$ cat config.mk
export PLATFORM = sky130hd
export DESIGN_NAME = neural_soc_sysid_ext_flat
export DESIGN_NICKNAME = d
export VERILOG_FILES = /design/src/rtl/neural_soc_sysid_pkg.sv /design/src/rtl/neural_soc_sysid_ext_if.sv /design/src/rtl/neural_soc_sysid_uptime.sv /design/src/rtl/neural_soc_sysid_ext.sv /design/src/flat_wrapper.sv
export SDC_FILE = /design/constraint.sdc
export NUM_CORES = 1
export LEC_CHECK = 0
export CAP_MARGIN = 10
export CORE_ASPECT_RATIO = 0.7
export CORE_MARGIN = 4
export CORE_UTILIZATION = 45
export CTS_BUF_LIST = sky130_fd_sc_hd__clkbuf_16
export DETAILED_ROUTE_END_ITERATION = 7
export MAX_ROUTING_LAYER = met4
export PLACE_DENSITY = 0.78
export SKIP_CTS_REPAIR_TIMING = 1
export SLEW_MARGIN = 20
export SYNTH_ARGS = -nofsm -noshare
export SYNTH_HDL_FRONTEND = slang
export SYNTH_SLANG_ARGS = --single-unit
export TNS_END_PERCENT = 10
$ cat constraint.sdc
create_clock -name clock -period 1.57 [get_ports clock]
set_input_delay 0.471 -clock clock [delete_from_list [all_inputs] [get_ports clock]]
set_output_delay 0.471 -clock clock [all_outputs]
set_load 0.005 [all_outputs]
$ cat src/rtl/neural_soc_sysid_pkg.sv
// Shared constants for the system-ID peripheral: word addresses, CONTROL bit layout, byte-lane merge.
package neural_soc_sysid_pkg;

  typedef logic [31:0] word_t;

  localparam word_t ADDR_ID        = 32'd0;
  localparam word_t ADDR_TIMESTAMP = 32'd1;
  localparam word_t ADDR_VERSION   = 32'd2;
  localparam word_t ADDR_SCRATCH   = 32'd3;
  localparam word_t ADDR_UPTIME_LO = 32'd4;
  localparam word_t ADDR_UPTIME_HI = 32'd5;
  localparam word_t ADDR_CONTROL   = 32'd6;

  localparam int unsigned CTRL_RUN     = 0;
  localparam int unsigned CTRL_CLR     = 1;
  localparam logic        CTRL_RUN_RST = 1'b1;

  function automatic word_t be_merge(input word_t old_w, input word_t new_w, input logic [3:0] be);
    word_t r;
    r = old_w;
    for (int i = 0; i < 4; i++) begin
      if (be[i]) r[8*i +: 8] = new_w[8*i +: 8];
    end
    return r;
  endfunction

endpackage

$ cat src/rtl/neural_soc_sysid_ext_if.sv
// Avalon-MM style control-bus bundle between a bus master and the system-ID peripheral.
interface neural_soc_sysid_ext_if #(
  parameter int ADDR_W = 3
);
  logic [ADDR_W-1:0] address;
  logic              read;
  logic              write;
  logic [31:0]       writedata;
  logic [3:0]        byteenable;
  logic [31:0]       readdata;
  logic              readdatavalid;

  modport master (
    output address, read, write, writedata, byteenable,
    input  readdata, readdatavalid
  );

  modport slave (
    input  address, read, write, writedata, byteenable,
    output readdata, readdatavalid
  );
endinterface

$ cat src/rtl/neural_soc_sysid_uptime.sv
// Prescaled free-running uptime counter; CLR beats a coincident tick, counting gated by RUN.
module neural_soc_sysid_uptime #(
  parameter int UPTIME_W = 48,
  parameter int TICK_DIV = 1
) (
  input  logic                clock,
  input  logic                reset_n,
  input  logic                run,
  input  logic                clr,
  output logic [UPTIME_W-1:0] count
);
  localparam int PS_W = (TICK_DIV > 1) ? $clog2(TICK_DIV) : 1;

  logic [PS_W-1:0] presc;
  logic            tick;

  assign tick = run && (presc == PS_W'(TICK_DIV - 1));

  always_ff @(posedge clock) begin
    if (!reset_n || clr) begin
      presc <= '0;
      count <= '0;
    end else if (run) begin
      presc <= tick ? '0 : presc + 1'b1;
      if (tick) count <= count + 1'b1;
    end
  end
endmodule

$ cat src/rtl/neural_soc_sysid_ext.sv
// System-ID peripheral: ID/timestamp/version/scratch, plus uptime counter when NEURAL_SOC_SYSID_UPTIME_EN is defined.
// Reads return one cycle later with readdatavalid; no wait states.
module neural_soc_sysid_ext
  import neural_soc_sysid_pkg::*;
#(
  parameter logic [31:0] ID_VALUE  = 32'h0000_0000,
  parameter logic [31:0] TIMESTAMP = 32'd1480977927,
  parameter logic [31:0] VERSION   = 32'h0001_0000,
  parameter int          ADDR_W    = 3,
  parameter int          UPTIME_W  = 48,
  parameter int          TICK_DIV  = 1
) (
  input logic                  clock,
  input logic                  reset_n,
  neural_soc_sysid_ext_if.slave bus
);
  logic [ADDR_W-1:0] word_addr;
  word_t             addr;
  word_t             scratch;
  word_t             rd_word;
  word_t             up_lo;
  word_t             up_hi;
  word_t             ctrl_word;

  // Full-width compare so addresses >= 8 never alias onto the map.
  assign word_addr = bus.address;
  assign addr      = 32'(word_addr);

`ifdef NEURAL_SOC_SYSID_UPTIME_EN
  logic                run;
  logic                wr_ctrl;
  logic                clr;
  logic [UPTIME_W-1:0] count;
  logic [63:0]         count64;
  word_t               snap_hi;

  assign wr_ctrl = bus.write && (addr == ADDR_CONTROL);
  assign clr     = wr_ctrl && bus.writedata[CTRL_CLR];

  always_ff @(posedge clock) begin
    if (!reset_n)     run <= CTRL_RUN_RST;
    else if (wr_ctrl) run <= bus.writedata[CTRL_RUN];
  end

  neural_soc_sysid_uptime #(
    .UPTIME_W (UPTIME_W),
    .TICK_DIV (TICK_DIV)
  ) u_uptime (
    .clock   (clock),
    .reset_n (reset_n),
    .run     (run),
    .clr     (clr),
    .count   (count)
  );

  // Zero-extension makes narrow counters read HI=0 and a zero-padded LO.
  assign count64 = 64'(count);

  always_ff @(posedge clock) begin
    if (!reset_n)                                  snap_hi <= '0;
    else if (bus.read && addr == ADDR_UPTIME_LO)   snap_hi <= count64[63:32];
  end

  assign up_lo     = count64[31:0];
  assign up_hi     = snap_hi;
  assign ctrl_word = {31'b0, run};
`else
  assign up_lo     = '0;
  assign up_hi     = '0;
  assign ctrl_word = '0;
`endif

  always_ff @(posedge clock) begin
    if (!reset_n)                               scratch <= '0;
    else if (bus.write && addr == ADDR_SCRATCH) scratch <= be_merge(scratch, bus.writedata, bus.byteenable);
  end

  always_comb begin
    rd_word = '0;
    case (addr)
      ADDR_ID:        rd_word = ID_VALUE;
      ADDR_TIMESTAMP: rd_word = TIMESTAMP;
      ADDR_VERSION:   rd_word = VERSION;
      ADDR_SCRATCH:   rd_word = scratch;
      ADDR_UPTIME_LO: rd_word = up_lo;
      ADDR_UPTIME_HI: rd_word = up_hi;
      ADDR_CONTROL:   rd_word = ctrl_word;
      default:        rd_word = '0;
    endcase
  end

  // rd_word reflects pre-edge state, so a same-cycle write is not seen by the read.
  always_ff @(posedge clock) begin
    if (!reset_n) begin
      bus.readdata      <= '0;
      bus.readdatavalid <= 1'b0;
    end else begin
      bus.readdatavalid <= bus.read;
      if (bus.read) bus.readdata <= rd_word;
    end
  end
endmodule

$ cat src/flat_wrapper.sv
// flat-port wrapper written by rule: the top's interface ports become plain ports
module neural_soc_sysid_ext_flat import neural_soc_sysid_pkg::*;
#(
  parameter logic [31:0] ID_VALUE  = 32'h0000_0000,
  parameter logic [31:0] TIMESTAMP = 32'd1480977927,
  parameter logic [31:0] VERSION   = 32'h0001_0000,
  parameter int          ADDR_W    = 3,
  parameter int          UPTIME_W  = 48,
  parameter int          TICK_DIV  = 1
)
  (clock, reset_n, bus_address, bus_read, bus_write, bus_writedata, bus_byteenable, bus_readdata, bus_readdatavalid);
  neural_soc_sysid_ext_if #(.ADDR_W(ADDR_W)) bus_i ();
  input logic clock;
  input logic reset_n;
  input wire logic [$bits(bus_i.address)-1:0] bus_address;
  input wire logic [$bits(bus_i.read)-1:0] bus_read;
  input wire logic [$bits(bus_i.write)-1:0] bus_write;
  input wire logic [$bits(bus_i.writedata)-1:0] bus_writedata;
  input wire logic [$bits(bus_i.byteenable)-1:0] bus_byteenable;
  output wire logic [$bits(bus_i.readdata)-1:0] bus_readdata;
  output wire logic [$bits(bus_i.readdatavalid)-1:0] bus_readdatavalid;
  assign bus_i.address = bus_address;
  assign bus_i.read = bus_read;
  assign bus_i.write = bus_write;
  assign bus_i.writedata = bus_writedata;
  assign bus_i.byteenable = bus_byteenable;
  assign bus_readdata = bus_i.readdata;
  assign bus_readdatavalid = bus_i.readdatavalid;
  neural_soc_sysid_ext #(.ID_VALUE(ID_VALUE), .TIMESTAMP(TIMESTAMP), .VERSION(VERSION), .ADDR_W(ADDR_W), .UPTIME_W(UPTIME_W), .TICK_DIV(TICK_DIV)) u_core (.clock(clock), .reset_n(reset_n), .bus(bus_i));
endmodule
==> results of run 1 <==
[per-stage QoR]
| stage | util [%] | hold slack (ns) |
|---|---|---|
| after floorplan | - | 0.4295 |
| after global placement | 59.96 | 0.4428 |
| after detailed placement | 59.96 | 0.4454 |
| after CTS | 64.80 | 0.4571 |
| after global routing | 66.37 | 0.4786 |
| final | 66.37 | 0.4569 |
[registers in the layout, indices dropped and copies added, names as in the netlist]
| signal | cells |
|---|---|
| u_core.bus.readdata | 32 |
| u_core.bus.readdatavalid | 1 |
| u_core.scratch | 32 |
[cells in the final DEF (no fill, tap or decap), drive strengths merged]
cell           instances
nand2                 78
clkdlybuf4s50         39
dlymetal6s2s          35
o21ai                 14
and3b                  1
nand3b                 1
bufinv                 1
nor2                   1
and4b                  1
a21oi                 14
inv                    3
clkbuf                 9
and2                   5
mux2i                 32
o2111ai                1
nand3                 17
buf                   11
a21boi                19
clkinv                 4
nand2b                18
dfxtp                 65
[worst max-delay path, cell delays in order]
cell and delay, ns:
sky130_fd_sc_hd__clkdlybuf4s50_1 0.50, sky130_fd_sc_hd__and4b_4 0.29, sky130_fd_sc_hd__and2_4 0.24, sky130_fd_sc_hd__mux2i_1 0.22
[final cells by class]
cell class	count	area, um2	share of cell area (%)
Clock inverter	7	53.80	1.408
Clock buffer	9	225.2	5.896
Tap cell	75	93.84	2.457
Timing Repair Buffer	85	958.4	25.09
Multi-Input combinational cell	202	1182	30.95
Inverter	1	3.754	0.09826
Sequential cell	65	1303	34.10
[worst max path at each step]
| stage | end | slack [ns] |
|---|---|---|
| floorplan | u_core.scratch[0] | 0.29 |
| global placement | u_core.scratch[27] | -0.22 |
| detailed placement | u_core.scratch[26] | -0.29 |
| CTS | bus_readdata[11] | -0.09 |
| global route | u_core.scratch[26] | 0.04 |
| finish | u_core.scratch[26] | 0.09 |
[power groups by stage]
stage | Combinational [W] | Clock, W | Sequential, W
6_report | 0.000340 | 0.00185 | 0.00170
5_1_grt | 0.000373 | 0.00196 | 0.00170
3_3_place_gp | 0.000344 | 0 | 0.00174
3_5_place_dp | 0.000348 | 0 | 0.00174
2_1_floorplan | 0.000153 | 0 | 0.00174
4_1_cts | 0.000351 | 0.00188 | 0.00170
[cell families after synthesis]
group,count (synthesis)
AO/OA/AOI/OAI,48
AND/OR/NAND/NOR,122
flip-flops,65
buffers and inverters,27
multiplexers,32
[routing by layer]
metal	up-vias	part of all wire, %
met1	1000	47
met5	-	0
met3	11	7.9
met2	67	44
li1	1113	-
met4	0	1.3
[cell usage after synthesis]
cell / number
sky130_fd_sc_hd__nand2_1: 78
sky130_fd_sc_hd__dfxtp_1: 65
sky130_fd_sc_hd__mux2i_1: 32
sky130_fd_sc_hd__nand2b_1: 18
sky130_fd_sc_hd__nand3_1: 17
sky130_fd_sc_hd__a21boi_1: 16
sky130_fd_sc_hd__a21oi_1: 14
sky130_fd_sc_hd__o21ai_0: 14
sky130_fd_sc_hd__clkbuf_1: 8
sky130_fd_sc_hd__buf_2: 7
sky130_fd_sc_hd__and2_4: 4
sky130_fd_sc_hd__buf_12: 4
sky130_fd_sc_hd__buf_4: 4
sky130_fd_sc_hd__buf_6: 3
sky130_fd_sc_hd__a21boi_0: 2
sky130_fd_sc_hd__a21boi_2: 1
sky130_fd_sc_hd__and2_1: 1
sky130_fd_sc_hd__and3b_1: 1
sky130_fd_sc_hd__and4b_4: 1
sky130_fd_sc_hd__inv_1: 1
sky130_fd_sc_hd__nand3b_1: 1
sky130_fd_sc_hd__nor2_1: 1
sky130_fd_sc_hd__o2111ai_1: 1
==> results_dict.tcl, run 1 <==
set metrics [dict create \
    status "finished clean" \
    post_layout_nonfiller_instances 444 \
    hold_path.startpoint "u_core.scratch[7]" \
    number_of_global_route_vias_before_repair 2145 \
    worstSkewPairLatency_ns 0.32 \
    worst_hold_path_type "flop to flop" \
    use_met2_pct 27.17 \
    fp.dieH_um 72.75 \
    slew_violations 0 \
    req_time_crit_path_ns 1.81 \
    worst-setup-path-type "input port to flop" \
    gr_util_met1_pct 22.41 \
    via_per_inst 4.935 \
    synth.ff_latch_count 65 \
    finClkSkew_ns 0.002759 \
    power.leakage_nw 1.913 \
    dr_total_vias 2191 \
    core_area_um2 5756 \
    worst_setup_path_end_kind "flop" \
    first_pass_iters 4 \
    antenna_cells 0 \
    finalCritPeriodShare_pct 94.39 \
    clock-root-buffer "sky130_fd_sc_hd__clkbuf_16" \
    yosysTopAreaCellShare_pct 48.28 \
    worstHoldEndpoint "u_core.scratch[7]" \
    maxCapViolCount 0 \
    period_needed_ns 1.482 \
    cts_max_path_buffers 2 \
    critPathLaunch "bus_address[0]" \
    cell_internal_pwr_w 0.003082 \
    drcViolationCount 0 \
    setup_repair_after_global_routing_missed_its_margin "no" \
    r2r-end "u_core.bus.readdata[16]" \
    power.ir.vdd_worst_mv 0.5269 \
    clock_power_share_pct 47.5 \
    grt_max_degree 55 \
    num_io_pins 76 \
    drt_first_iter_violations 157 \
    ff2ff_setup_slack_ns 0.74 \
    post-route-cell-area_um2 3820 \
    finalWorstSetupSlack_ns 0.08812 \
    complex_gate_fraction_of_the_synthesized_area_pct 10.96 \
    reg2regPathDepth 3 \
    synth_fa_ha_area_share_pct 0 \
    timing.final.hold_violations 0 \
    p_seq_share_pct 43.8 \
    power.density_cell_area_nw_per_um2 1018 \
    grt_overflow 0 \
    postPlaceCellArea_um2 3451 \
    clock_sink_count 65 \
    syn_inst 294 \
    post_drt_wl_per_cell_um 13.76 \
    number_of_filler_cells_placed_in_the_layout 467 \
    sw_power_w 0.0008069 \
    die_area_um2 7311 \
    grt.busiest_layer "met2" \
    simple_logic_cell_fraction_of_the_synthesized_area_pct 20.98 \
    tritoncts_clock_tree "yes" \
    largest_family_of_logic_cells_by_synthesized_area "simple AND/OR/NAND/NOR gates" \
    synthMuxAreaShare_pct 11.88 \
    min_path_cells 2 \
    timing.fmax_mhz 674.8 \
    sum_of_routed_wire_length_over_all_layers_um 6109 \
    relSlewSlack_pct 86.45 \
    num-nets-final 407 \
    met3_usage_pct 7.068 \
    tightestPinTransition_ns 0.2021 \
    cts_made_buffers 9 \
    grt_pass1_wl_um 10040 \
    synth_top_area_cell "sky130_fd_sc_hd__dfxtp_1" \
    area_delta_synth_final_pct 41.74 \
    total_negative_setup_slacks_ns 0 \
    dpl.hpwl_um 4250 \
    fraction_of_layout_instances_using_a_drive_strength_above_1_pct 8.130 \
    setup-violations-final 0 \
    rows 23 \
    arrival_ns 1.72 \
    placedCellCount 428 \
    sw_frac_of_total_pct 20.75 \
    postSynthAreaPerCell_um2 9.167 \
    startpoint_type "input port" \
    syn_area_um2 2695 \
    ys_seq_area_share_pct 48.28 \
    post_synth_num_cell_types 23 \
    mappedNetlistNets 337 \
    crit_path_max_fanout 8 \
    port_buffers 75 \
    start_util_pct 46.83 \
    finalWeightedCongestion 0.7652 \
    xor_and_xnor_area_share_after_synthesis_pct 0 \
    cell_types_with_the_largest_area_share_after_synthesis "sky130_fd_sc_hd__dfxtp_1, sky130_fd_sc_hd__mux2i_1, sky130_fd_sc_hd__nand2_1, sky130_fd_sc_hd__a21boi_1, sky130_fd_sc_hd__nand2b_1" \
    dp_worst_setup_slack_ns -0.2898 \
    critical_path.reg2reg.startpoint "u_core.scratch[16]" \
    clk_pin_slew_worst_paths_ns 0.05 \
    antenna_found_initial 0 \
    track_usage_pct 18.00 \
    dieWidth_um 100.5 \
    total_power_w 0.003888 \
    comb_power_share_pct 8.7 \
    detail-route-antenna-nets 0 \
    htree_levels 3 \
    synth-warning-count 0 \
]
No activity file was read; power rests on OpenSTA's default activity.
==> inputs of run 2 (changes only) <==
--- a/config.mk
+++ b/config.mk
@@ -8,7 +8,7 @@
 export CAP_MARGIN = 10
 export CORE_ASPECT_RATIO = 0.7
 export CORE_MARGIN = 4
-export CORE_UTILIZATION = 45
+export CORE_UTILIZATION = 43
 export CTS_BUF_LIST = sky130_fd_sc_hd__clkbuf_16
 export DETAILED_ROUTE_END_ITERATION = 7
 export MAX_ROUTING_LAYER = met4
==> constraint.sdc (replaced) <==
create_clock -name clock -period 1.3 [get_ports clock]
set_input_delay 0.39 -clock clock [delete_from_list [all_inputs] [get_ports clock]]
set_output_delay 0.39 -clock clock [all_outputs]
set_load 0.005 [all_outputs]
==> run 2 against run 1 <==
Global-route usage grew 0.22 points. First-iteration DRC count down 40%. Combinational power increased by 21%. Clock power up 38%. Routed wire length increased by 1.6%. Hold slack worse by 0.0089 ns. Sequential power rose by 21%. Power grew 29%. Via count shrank 2.2%. Largest cell class unchanged.
==> results_dict.tcl, run 2 (same netlist as run 1, synthesis figures left out) <==
set metrics [dict create \
    sum_of_routed_wire_length_over_all_layers_um 6205 \
    number_of_global_route_vias_before_repair 2154 \
    critical_path_depth 4 \
    number_of_filler_cells_placed_in_the_layout 466 \
    num_io_pins 76 \
    critical_path.slowest_cell "sky130_fd_sc_hd__clkdlybuf4s50_1" \
    power.density_cell_area_nw_per_um2 1298 \
    worstSkewPairLatency_ns 0.33 \
    grt.busiest_layer "met2" \
    post_layout_nonfiller_instances 445 \
    reg2regPathDepth 3 \
    mostFrequentLayoutCell "sky130_fd_sc_hd__nand2_1" \
    dp_worst_setup_slack_ns -0.4827 \
    clk_pin_slew_worst_paths_ns 0.05 \
    first_pass_iters 4 \
    critical_path_buf_inv_count 2 \
    layout.area.seq_um2 1305 \
    setup-violations-final 0 \
    placedCellCount 429 \
    dpl.hpwl_um 4248 \
    registers_with_the_most_flip_flops "u_core.bus.readdata x32, u_core.scratch x32, u_core.bus.readdatavalid x1" \
    antenna_found_initial 0 \
    track_usage_pct 18.22 \
    req_time_crit_path_ns 1.52 \
    die_area_um2 7618 \
    maxCapViolCount 0 \
    multi_input_area_um2 1181 \
    drt_first_iter_violations 94 \
    arrival_ns 1.47 \
    whs_ns 0.4480 \
    power.leakage_nw 1.948 \
    total_power_w 0.005031 \
    cts_max_path_buffers 2 \
    finClkSkew_ns 0.005940 \
    cts_made_buffers 9 \
    detail-route-antenna-nets 0 \
    worst-setup-path-type "input port to flop" \
    gr_util_met1_pct 22.04 \
    antenna_cells 0 \
    timing.fmax_mhz 801.9 \
    path_delay_family "buffers and inverters" \
    htree_levels 3 \
    grt_pass1_wl_um 10160 \
    finalCritPeriodShare_pct 95.93 \
    tritoncts_clock_tree "yes" \
    slew_violations 0 \
    startpoint_type "input port" \
    fraction_of_layout_instances_using_a_drive_strength_above_1_pct 10.00 \
    timing.final.hold_violations 0 \
    finalWorstSetupSlack_ns 0.05290 \
    grt_max_degree 56 \
    use_met2_pct 27.83 \
    area_delta_synth_final_pct 43.78 \
    fp.dieH_um 74.24 \
    relSlewSlack_pct 86.26 \
    clock_sink_count 65 \
    start_util_pct 45.68 \
    drcViolationCount 0 \
    via_per_inst 4.816 \
    num-nets-final 408 \
    worst_setup_path_end_kind "flop" \
    rows 23 \
    port_buffers 75 \
    setup_repair_after_global_routing_missed_its_margin "no" \
    finalWeightedCongestion 0.7816 \
    status "finished clean" \
    min_path_cells 2 \
    timing.critical_path.cells "clkdlybuf4s50_1, a21boi_2, buf_12, a21oi_1" \
    power.ir.vdd_worst_mv 0.6801 \
    most-common-layout-cells "sky130_fd_sc_hd__nand2_1, sky130_fd_sc_hd__dfxtp_1, sky130_fd_sc_hd__dlymetal6s2s_1, sky130_fd_sc_hd__clkdlybuf4s50_1, sky130_fd_sc_hd__mux2i_1" \
    tightestPinTransition_ns 0.2049 \
    clock-root-buffer "sky130_fd_sc_hd__clkbuf_16" \
    grt_overflow 0 \
    critical_path.max_stage_delay_ns 0.56 \
    core_area_um2 5899 \
    period_needed_ns 1.247 \
    post_drt_wl_per_cell_um 13.94 \
    crit_path_max_fanout 12 \
    met3_usage_pct 7.498 \
    worst_hold_path_type "flop to flop" \
    dr_total_vias 2143 \
    dieWidth_um 102.6 \
]
==> run 2: cell count changes in the layout (fill, tap and decap cells not counted), sizes merged <==
| cell | delta |
|---|---|
| inv | -2 |
| buf | +1 |
| clkdlybuf4s50 | -2 |
| clkinvlp | +1 |
| bufinv | +1 |
| dlymetal6s2s | +2 |
==> run 2: final cells by class <==
cell class,instances,area share (%)
flip-flops and latches,65,33.68
inverters,1,0.09687
clock inverters,7,2.454
clock buffers,9,5.812
repair buffers,86,25.06
well taps,75,2.422
multi-input cells,202,30.48
==> run 2: stage by stage <==
step | util (%) | setup TNS, ns | instance area (um2)
after global placement | 58.62 | -23.34 | 3458
after global routing | 65.68 | 0 | 3875
after detailed placement | 58.62 | -25.82 | 3458
final | 65.68 | 0 | 3875
after CTS | 64.05 | -13.05 | 3779
after floorplan | - | 0 | 2695
==> run 2: path summary, 6_finish.rpt <==
| kind | start | to | slack [ns] |
|---|---|---|---|
| max | bus_read | u_core.bus.readdata[0] | 0.05 |
| min | u_core.scratch[30] | u_core.bus.readdata[30] | 0.45 |
| max reg2reg | u_core.scratch[16] | u_core.bus.readdata[16] | 0.49 |
| min reg2reg | u_core.scratch[30] | u_core.bus.readdata[30] | 0.45 |
==> run 2: power by group <==
group	leakage, nW	switching, W	total [W]	internal, W
Clock	0.155	0.000888	0.00256	0.00168
Sequential	0.528	0.0000200	0.00206	0.00204
Combinational	1.26	0.000170	0.000412	0.000242
==> run 2: tightest hold or removal path: cells and delay by family, from the launching register on <==
family | cells | cell delay, ns
compound gates | 1 | 0.05
flops | 1 | 0.31
simple gates | 1 | 0.05
==> run 2: per-layer routing <==
metal,vias up,part of all wire [%]
met5,-,0
met4,0,1.2
met3,9,7.6
met2,59,44
met1,965,47
li1,1110,-
